<file path="config.mk">
export PLATFORM = sky130hd
export DESIGN_NAME = pipe_ctrl_flat
export DESIGN_NICKNAME = d
export VERILOG_FILES = /design/src/rtl/pipe_ctrl_if.sv /design/src/rtl/pipe_ctrl.sv /design/src/flat_wrapper.sv
export SDC_FILE = /design/constraint.sdc
export NUM_CORES = 1
export LEC_CHECK = 0
export ABC_CLOCK_PERIOD_IN_PS = 2450
export CORE_MARGIN = 1
export CORE_UTILIZATION = 43
export DETAILED_ROUTE_END_ITERATION = 16
export PLACE_DENSITY = 0.76
export SKIP_LAST_GASP = 1
export SLEW_MARGIN = 0
export SYNTH_ARGS = -nofsm -noshare
export SYNTH_HDL_FRONTEND = slang
export SYNTH_SLANG_ARGS = --single-unit
</file>
<file path="constraint.sdc">
create_clock -name clk_i -period 2.45 [get_ports clk_i]
set_clock_uncertainty 0.15 [all_clocks]
set_input_delay 0.6125 -clock clk_i [delete_from_list [all_inputs] [get_ports clk_i]]
set_output_delay 0.6125 -clock clk_i [all_outputs]
set_load 0.02 [all_outputs]
</file>
<file path="src/rtl/pipe_ctrl_if.sv">
// Bundle of pipeline-stage status inputs and pipeline-register control outputs
// shared between the stage logic (master) and the hazard controller (slave).
interface pipe_ctrl_if;
  logic [3:0]  D_icode_i;
  logic [3:0]  d_srcA_i;
  logic [3:0]  d_srcB_i;
  logic [3:0]  E_icode_i;
  logic [3:0]  E_dstM_i;
  logic [3:0]  M_icode_i;
  logic        e_Cnd_i;
  logic [2:0]  m_stat_i;
  logic [2:0]  W_stat_i;
  logic        F_stall_o;
  logic        D_stall_o;
  logic        D_bubble_o;
  logic        E_bubble_o;
  logic        M_bubble_o;
  logic        W_stall_o;
  logic [1:0]  state_o;
  logic [31:0] cycle_cnt_o;
  logic [31:0] stall_cnt_o;

  modport master (
    output D_icode_i, d_srcA_i, d_srcB_i, E_icode_i, E_dstM_i, M_icode_i,
           e_Cnd_i, m_stat_i, W_stat_i,
    input  F_stall_o, D_stall_o, D_bubble_o, E_bubble_o, M_bubble_o, W_stall_o,
           state_o, cycle_cnt_o, stall_cnt_o
  );

  modport slave (
    input  D_icode_i, d_srcA_i, d_srcB_i, E_icode_i, E_dstM_i, M_icode_i,
           e_Cnd_i, m_stat_i, W_stat_i,
    output F_stall_o, D_stall_o, D_bubble_o, E_bubble_o, M_bubble_o, W_stall_o,
           state_o, cycle_cnt_o, stall_cnt_o
  );
endinterface

</file>
<file path="src/rtl/pipe_ctrl.sv">
// Y86-style pipeline hazard controller: combinational stall/bubble generation,
// a RUN/RET/HALT sequencer and saturating run/fetch-stall cycle counters.
module pipe_ctrl (
  input  logic       clk_i,
  input  logic       rst_i,
  pipe_ctrl_if.slave bus
);

  localparam logic [3:0] IMRMOVQ = 4'h5;
  localparam logic [3:0] IJXX    = 4'h7;
  localparam logic [3:0] IRET    = 4'h9;
  localparam logic [3:0] IPOPQ   = 4'hB;
  localparam logic [3:0] RNONE   = 4'hF;
  localparam logic [2:0] SAOK    = 3'd1;

  typedef enum logic [1:0] {
    ST_RUN  = 2'd0,
    ST_RET  = 2'd1,
    ST_HALT = 2'd2,
    ST_RSVD = 2'd3
  } state_e;

  state_e      state_r;
  state_e      state_nxt_s;
  logic [1:0]  ret_cnt_r;
  logic [1:0]  ret_cnt_nxt_s;
  logic [31:0] cycle_cnt_r;
  logic [31:0] stall_cnt_r;

  logic load_use_s, mispredict_s, exc_m_s, exc_w_s, ret_d_s;
  logic active_s;
  logic f_stall_s, d_stall_s, d_bubble_s, e_bubble_s, m_bubble_s, w_stall_s;
  logic m_icode_unused_s;

  function automatic logic [31:0] sat_inc(input logic [31:0] v);
    return (v == 32'hFFFF_FFFF) ? v : (v + 32'd1);
  endfunction

  assign m_icode_unused_s = ^bus.M_icode_i;

  // Hazard and exception detection from the current stage contents
  always_comb begin
    load_use_s   = ((bus.E_icode_i == IMRMOVQ) || (bus.E_icode_i == IPOPQ)) &&
                   (bus.E_dstM_i != RNONE) &&
                   ((bus.E_dstM_i == bus.d_srcA_i) || (bus.E_dstM_i == bus.d_srcB_i));
    mispredict_s = (bus.E_icode_i == IJXX) && !bus.e_Cnd_i;
    exc_m_s      = (bus.m_stat_i != SAOK);
    exc_w_s      = (bus.W_stat_i != SAOK);
    ret_d_s      = (bus.D_icode_i == IRET) && (state_r == ST_RUN) &&
                   !load_use_s && !mispredict_s;
  end

  // Pipeline-register controls; the reserved encoding is treated as HALT
  always_comb begin
    f_stall_s  = 1'b0;
    d_stall_s  = 1'b0;
    d_bubble_s = 1'b0;
    e_bubble_s = 1'b0;
    m_bubble_s = 1'b0;
    w_stall_s  = 1'b0;
    active_s   = 1'b0;
    case (state_r)
      ST_RUN, ST_RET: begin
        active_s   = 1'b1;
        f_stall_s  = load_use_s | ret_d_s | (state_r == ST_RET);
        d_stall_s  = load_use_s;
        d_bubble_s = !load_use_s & (mispredict_s | ret_d_s | (state_r == ST_RET));
        e_bubble_s = load_use_s | mispredict_s;
        m_bubble_s = exc_m_s | exc_w_s;
        w_stall_s  = exc_w_s;
      end
      default: begin
        f_stall_s  = 1'b1;
        d_stall_s  = 1'b1;
        e_bubble_s = 1'b1;
        m_bubble_s = 1'b1;
        w_stall_s  = 1'b1;
      end
    endcase
  end

  // Next-state logic; a write-back exception overrides any ret in progress
  always_comb begin
    state_nxt_s   = state_r;
    ret_cnt_nxt_s = 2'd0;
    case (state_r)
      ST_RUN: begin
        if (exc_w_s) begin
          state_nxt_s = ST_HALT;
        end else if (ret_d_s) begin
          state_nxt_s   = ST_RET;
          ret_cnt_nxt_s = 2'd2;
        end else begin
          state_nxt_s = ST_RUN;
        end
      end
      ST_RET: begin
        if (exc_w_s) begin
          state_nxt_s = ST_HALT;
        end else if (ret_cnt_r == 2'd1) begin
          state_nxt_s = ST_RUN;
        end else begin
          state_nxt_s   = ST_RET;
          ret_cnt_nxt_s = ret_cnt_r - 2'd1;
        end
      end
      default: begin
        state_nxt_s = ST_HALT;
      end
    endcase
  end

  // State, ret counter and saturating performance counters
  always_ff @(posedge clk_i or posedge rst_i) begin
    if (rst_i) begin
      state_r     <= ST_RUN;
      ret_cnt_r   <= 2'd0;
      cycle_cnt_r <= 32'd0;
      stall_cnt_r <= 32'd0;
    end else begin
      state_r   <= state_nxt_s;
      ret_cnt_r <= ret_cnt_nxt_s;
      if (active_s) begin
        cycle_cnt_r <= sat_inc(cycle_cnt_r);
        if (f_stall_s) begin
          stall_cnt_r <= sat_inc(stall_cnt_r);
        end
      end
    end
  end

  assign bus.F_stall_o   = f_stall_s;
  assign bus.D_stall_o   = d_stall_s;
  assign bus.D_bubble_o  = d_bubble_s;
  assign bus.E_bubble_o  = e_bubble_s;
  assign bus.M_bubble_o  = m_bubble_s;
  assign bus.W_stall_o   = w_stall_s;
  assign bus.state_o     = state_r;
  assign bus.cycle_cnt_o = cycle_cnt_r;
  assign bus.stall_cnt_o = stall_cnt_r;

endmodule
</file>
<file path="src/flat_wrapper.sv">
// flat-port wrapper written by rule: the top's interface ports become plain ports
module pipe_ctrl_flat 
  (clk_i, rst_i, bus_D_icode_i, bus_d_srcA_i, bus_d_srcB_i, bus_E_icode_i, bus_E_dstM_i, bus_M_icode_i, bus_e_Cnd_i, bus_m_stat_i, bus_W_stat_i, bus_F_stall_o, bus_D_stall_o, bus_D_bubble_o, bus_E_bubble_o, bus_M_bubble_o, bus_W_stall_o, bus_state_o, bus_cycle_cnt_o, bus_stall_cnt_o);
  pipe_ctrl_if bus_i ();
  input  logic clk_i;
  input  logic rst_i;
  input wire logic [$bits(bus_i.D_icode_i)-1:0] bus_D_icode_i;
  input wire logic [$bits(bus_i.d_srcA_i)-1:0] bus_d_srcA_i;
  input wire logic [$bits(bus_i.d_srcB_i)-1:0] bus_d_srcB_i;
  input wire logic [$bits(bus_i.E_icode_i)-1:0] bus_E_icode_i;
  input wire logic [$bits(bus_i.E_dstM_i)-1:0] bus_E_dstM_i;
  input wire logic [$bits(bus_i.M_icode_i)-1:0] bus_M_icode_i;
  input wire logic [$bits(bus_i.e_Cnd_i)-1:0] bus_e_Cnd_i;
  input wire logic [$bits(bus_i.m_stat_i)-1:0] bus_m_stat_i;
  input wire logic [$bits(bus_i.W_stat_i)-1:0] bus_W_stat_i;
  output wire logic [$bits(bus_i.F_stall_o)-1:0] bus_F_stall_o;
  output wire logic [$bits(bus_i.D_stall_o)-1:0] bus_D_stall_o;
  output wire logic [$bits(bus_i.D_bubble_o)-1:0] bus_D_bubble_o;
  output wire logic [$bits(bus_i.E_bubble_o)-1:0] bus_E_bubble_o;
  output wire logic [$bits(bus_i.M_bubble_o)-1:0] bus_M_bubble_o;
  output wire logic [$bits(bus_i.W_stall_o)-1:0] bus_W_stall_o;
  output wire logic [$bits(bus_i.state_o)-1:0] bus_state_o;
  output wire logic [$bits(bus_i.cycle_cnt_o)-1:0] bus_cycle_cnt_o;
  output wire logic [$bits(bus_i.stall_cnt_o)-1:0] bus_stall_cnt_o;
  assign bus_i.D_icode_i = bus_D_icode_i;
  assign bus_i.d_srcA_i = bus_d_srcA_i;
  assign bus_i.d_srcB_i = bus_d_srcB_i;
  assign bus_i.E_icode_i = bus_E_icode_i;
  assign bus_i.E_dstM_i = bus_E_dstM_i;
  assign bus_i.M_icode_i = bus_M_icode_i;
  assign bus_i.e_Cnd_i = bus_e_Cnd_i;
  assign bus_i.m_stat_i = bus_m_stat_i;
  assign bus_i.W_stat_i = bus_W_stat_i;
  assign bus_F_stall_o = bus_i.F_stall_o;
  assign bus_D_stall_o = bus_i.D_stall_o;
  assign bus_D_bubble_o = bus_i.D_bubble_o;
  assign bus_E_bubble_o = bus_i.E_bubble_o;
  assign bus_M_bubble_o = bus_i.M_bubble_o;
  assign bus_W_stall_o = bus_i.W_stall_o;
  assign bus_state_o = bus_i.state_o;
  assign bus_cycle_cnt_o = bus_i.cycle_cnt_o;
  assign bus_stall_cnt_o = bus_i.stall_cnt_o;
  pipe_ctrl u_core (.clk_i(clk_i), .rst_i(rst_i), .bus(bus_i));
endmodule
</file>
==> results.yml <==
outcome:
  status: "complete, but fails checks"
  violations: "negative setup slack"
floorplanning:
  initial_utilization: 0.4421
  die_h_um: 93.69
  core.rowCount: 33
  coreArea_sq_um: 8175
  ioPinCount: 105
  die_area_sq_um: 8777
  die_w_um: 93.69
clock_tree:
  clkTransAtPathRegs_ps: 70
  clkSinkCount: 68
  h-tree-depth: 3
  cts_tree: "done"
  insertion_delay_ps: 340
  clockBufferDepth: 2
  cts-buffers-inserted: 9
  ctsRootBufferMaster: "clkbuf_8"
pwr:
  p_leak_nw: 2.435
  vdd_drop_max_uv: 323.0
  power_switching_mw: 0.4949
  share_comb_of_total_power: 0.045
  power_frac_seq: 0.452
  swShare: 0.1991
  clockPowerShare: 0.502
  powerDensity_nw_per_um2: 481.2
  p_int_mw: 1.991
worst_setup_path:
  rrSetupSlack_ps: 220
  reg2reg_depth: 8
  crit_path_max_incr_delay_ps: 530
  critical_path_required_ps: 1690
  slowest_stage: "or4b_4"
  critical_path_class: "primary input to output port"
  r2r-start: "u_core.bus.state_o[1]"
  path_max_fanout: 2
  crit_start: "bus_W_stat_i[1]"
  critPathArrivalTime_ps: 1860
  crit_chain: "buf_6 > or4b_4 > or4b_4 > buf_6"
  startpoint_type: "primary input"
  timing.rr.end: "u_core.bus.cycle_cnt_o[20]"
  crit_path_end_kind: "output port"
synthesis:
  yosysWarnings: 0
  synth_edf_count: 0
  avgSynthCellArea_sq_um: 10.69
  synth_cells: 338
  ys_ff_latch: 68
  ys_seq_area_frac: 0.4708
  ys_async_sr_fraction: 1.000
  syn_area_sq_um: 3615
  synth.distinct_cells: 46
  syn_nets: 374
  ys.flop_type: "dfrtp_1"
final_layout:
  final-instance-count-excl-fill: 568
  multiInputGateArea_sq_um: 1908
  final_common_cell: "clkdlybuf4s50_1"
  num-fill-cells: 659
  syn2layout_area_growth_pct: 42.92
  finalInstanceArea_sq_um: 5166
  final_cell_mix: "clkdlybuf4s50_1 (70), dfrtp_1 (68), xor2_1 (43)"
  antennaDiodeCount: 0
  nNetsFinal: 494
  layout-drive-gt1-share: 0.2138
  regArea_sq_um: 1702
place:
  dpl.cell_count: 547
  gp_congestion: 0.7937
  placed_cell_area_sq_um: 4806
  hpwl_mm: 6.230
  io_buffers: 100
  pre_cts_ws_ps: -910.3
route:
  wirelength_mm: 8.612
  viasPerCell: 5.125
  ant_nets: 0
  num_vias: 2911
  drc_errors: 0
  drt_pass1_iterations: 4
  drtIter0Drc: 126
  routedWlPerCell_um: 15.16
global_routing:
  grt_first_pass_wirelength_mm: 14.51
  met3_usage: 0.05421
  grt-ovfl-total: 0
  grt_pass1_vias: 3023
  grt_max_degree: 69
  top_usage_layer: "met2"
  track_usage: 0.2124
  grt_util_met2: 0.3674
  antenna_found_initial: 0
  grt.met1_usage: 0.2534
sta:
  hold_viol_final: 0
  final_max_slew_viol_count: 0
  holdWs_ps: 305.8
  worst_slack_ps: -177.5
  slew_headroom: 0.7332
  fmax_mhz: 380.6
  worst_pin_slew_ps: 396.9
  fin_crit_sh: 1.072
  fin_tns_setup_ps: -248.2
  timing.final.crit_period_ps: 2627
  rsz0062_at_grt: "yes"
  setup_violations: 2
min_path:
  whs_path_depth: 1
  hold_end: "u_core.ret_cnt_r[0]"
  hold_start: "u_core.ret_cnt_r[0]"
  hp-class: "flop to flop"
job:
  cap_violations: 0
==> flip-flops by register name (all words and copies together) (netlist names) <==
name	flops
u_core.bus.stall_cnt_o	32
u_core.ret_cnt_r	2
u_core.bus.state_o	2
u_core.bus.cycle_cnt_o	32
==> synth_stat cells (3+ instances only) <==
| cell type | instances | share of area |
|---|---|---|
| buf_6 | 3 | 0.0093 |
| a21oi_1 | 5 | 0.0069 |
| nor4_2 | 3 | 0.010 |
| inv_1 | 9 | 0.0093 |
| and2_1 | 6 | 0.010 |
| dfrtp_1 | 68 | 0.47 |
| nand4_1 | 12 | 0.021 |
| buf_4 | 3 | 0.0062 |
| nand3_1 | 25 | 0.035 |
| nand2_1 | 30 | 0.031 |
| nor3_2 | 4 | 0.011 |
| ha_1 | 3 | 0.010 |
| and4_4 | 4 | 0.012 |
| and3_1 | 8 | 0.014 |
| nor4_4 | 4 | 0.024 |
| nor3_1 | 8 | 0.011 |
| xor2_1 | 43 | 0.10 |
| nor2_1 | 36 | 0.037 |
| xnor2_1 | 26 | 0.063 |
==> kinds of logic (layout without fill, tap and decap cells) <==
group	count (synthesis)	in the layout	share of synthesized area
AOI/OAI and AO/OA	12	12	0.02492
xor gates and xnor gates	69	69	0.1672
adders and majority gates	3	3	0.01039
buffers and inverters	17	142	0.02700
DFF	68	68	0.4708
muxes	2	2	0.007268
and+or+nand+nor	167	167	0.2925
==> layout make-up <==
| class | count | area share |
|---|---|---|
| sequential | 68 | 0.3294 |
| timing repair buffer | 117 | 0.2160 |
| inverter | 9 | 0.007266 |
| clock buffer | 10 | 0.02664 |
| clock inverter | 6 | 0.02591 |
| multi-input combinational | 253 | 0.3693 |
| tap | 105 | 0.02543 |
==> critical path, delay by kind of cell <==
kind	cells	cell delay, ps
buffers and inverters	2	230
and+or+nand+nor	2	1020
==> worst max-delay path by stage <==
stage / end / slack (ps) / depth (start not counted)
finish: bus_M_bubble_o / -180 / 4
global route: bus_M_bubble_o / -210 / 3
CTS: bus_M_bubble_o / -260 / 3
detailed placement: bus_M_bubble_o / -910 / 4
global placement: bus_M_bubble_o / -900 / 4
floorplan: bus_M_bubble_o / -90 / 3
==> per-stage QoR <==
| stage | total power [mW] | utilization |
|---|---|---|
| global placement | 1.250 | 0.5878 |
| detailed placement | 1.254 | 0.5878 |
| floorplan | 1.184 | - |
| global route | 2.558 | 0.6319 |
| CTS | 2.496 | 0.6283 |
| finish | 2.486 | 0.6319 |
==> per-layer routing <==
| metal | share of wire | vias to the layer above |
|---|---|---|
| met2 | 0.51 | 69 |
| met3 | 0.046 | 16 |
| met5 | 0 | - |
| met1 | 0.42 | 1418 |
| li1 | - | 1408 |
| met4 | 0.020 | 0 |
==> what timing repair did <==
| item | 4_1_cts | 5_1_grt |
|---|---|---|
| hold endpoints to repair | 0 | 0 |
| setup endpoints to repair | 7 | 5 |
| hold buffers | 0 | 0 |
| resized for setup | 101 | 22 |
| pin swaps | 20 | 19 |
| buffers inserted | 5 | 0 |
==> power by group through the flow <==
stage / Combinational [mW] / Sequential, mW / Clock, mW
3_3_place_gp: 0.104 / 1.15 / 0
3_5_place_dp: 0.107 / 1.15 / 0
2_1_floorplan: 0.0365 / 1.15 / 0
5_1_grt: 0.122 / 1.12 / 1.31
6_report: 0.112 / 1.12 / 1.25
4_1_cts: 0.106 / 1.12 / 1.27
No activity file was read; power rests on OpenSTA's default activity.
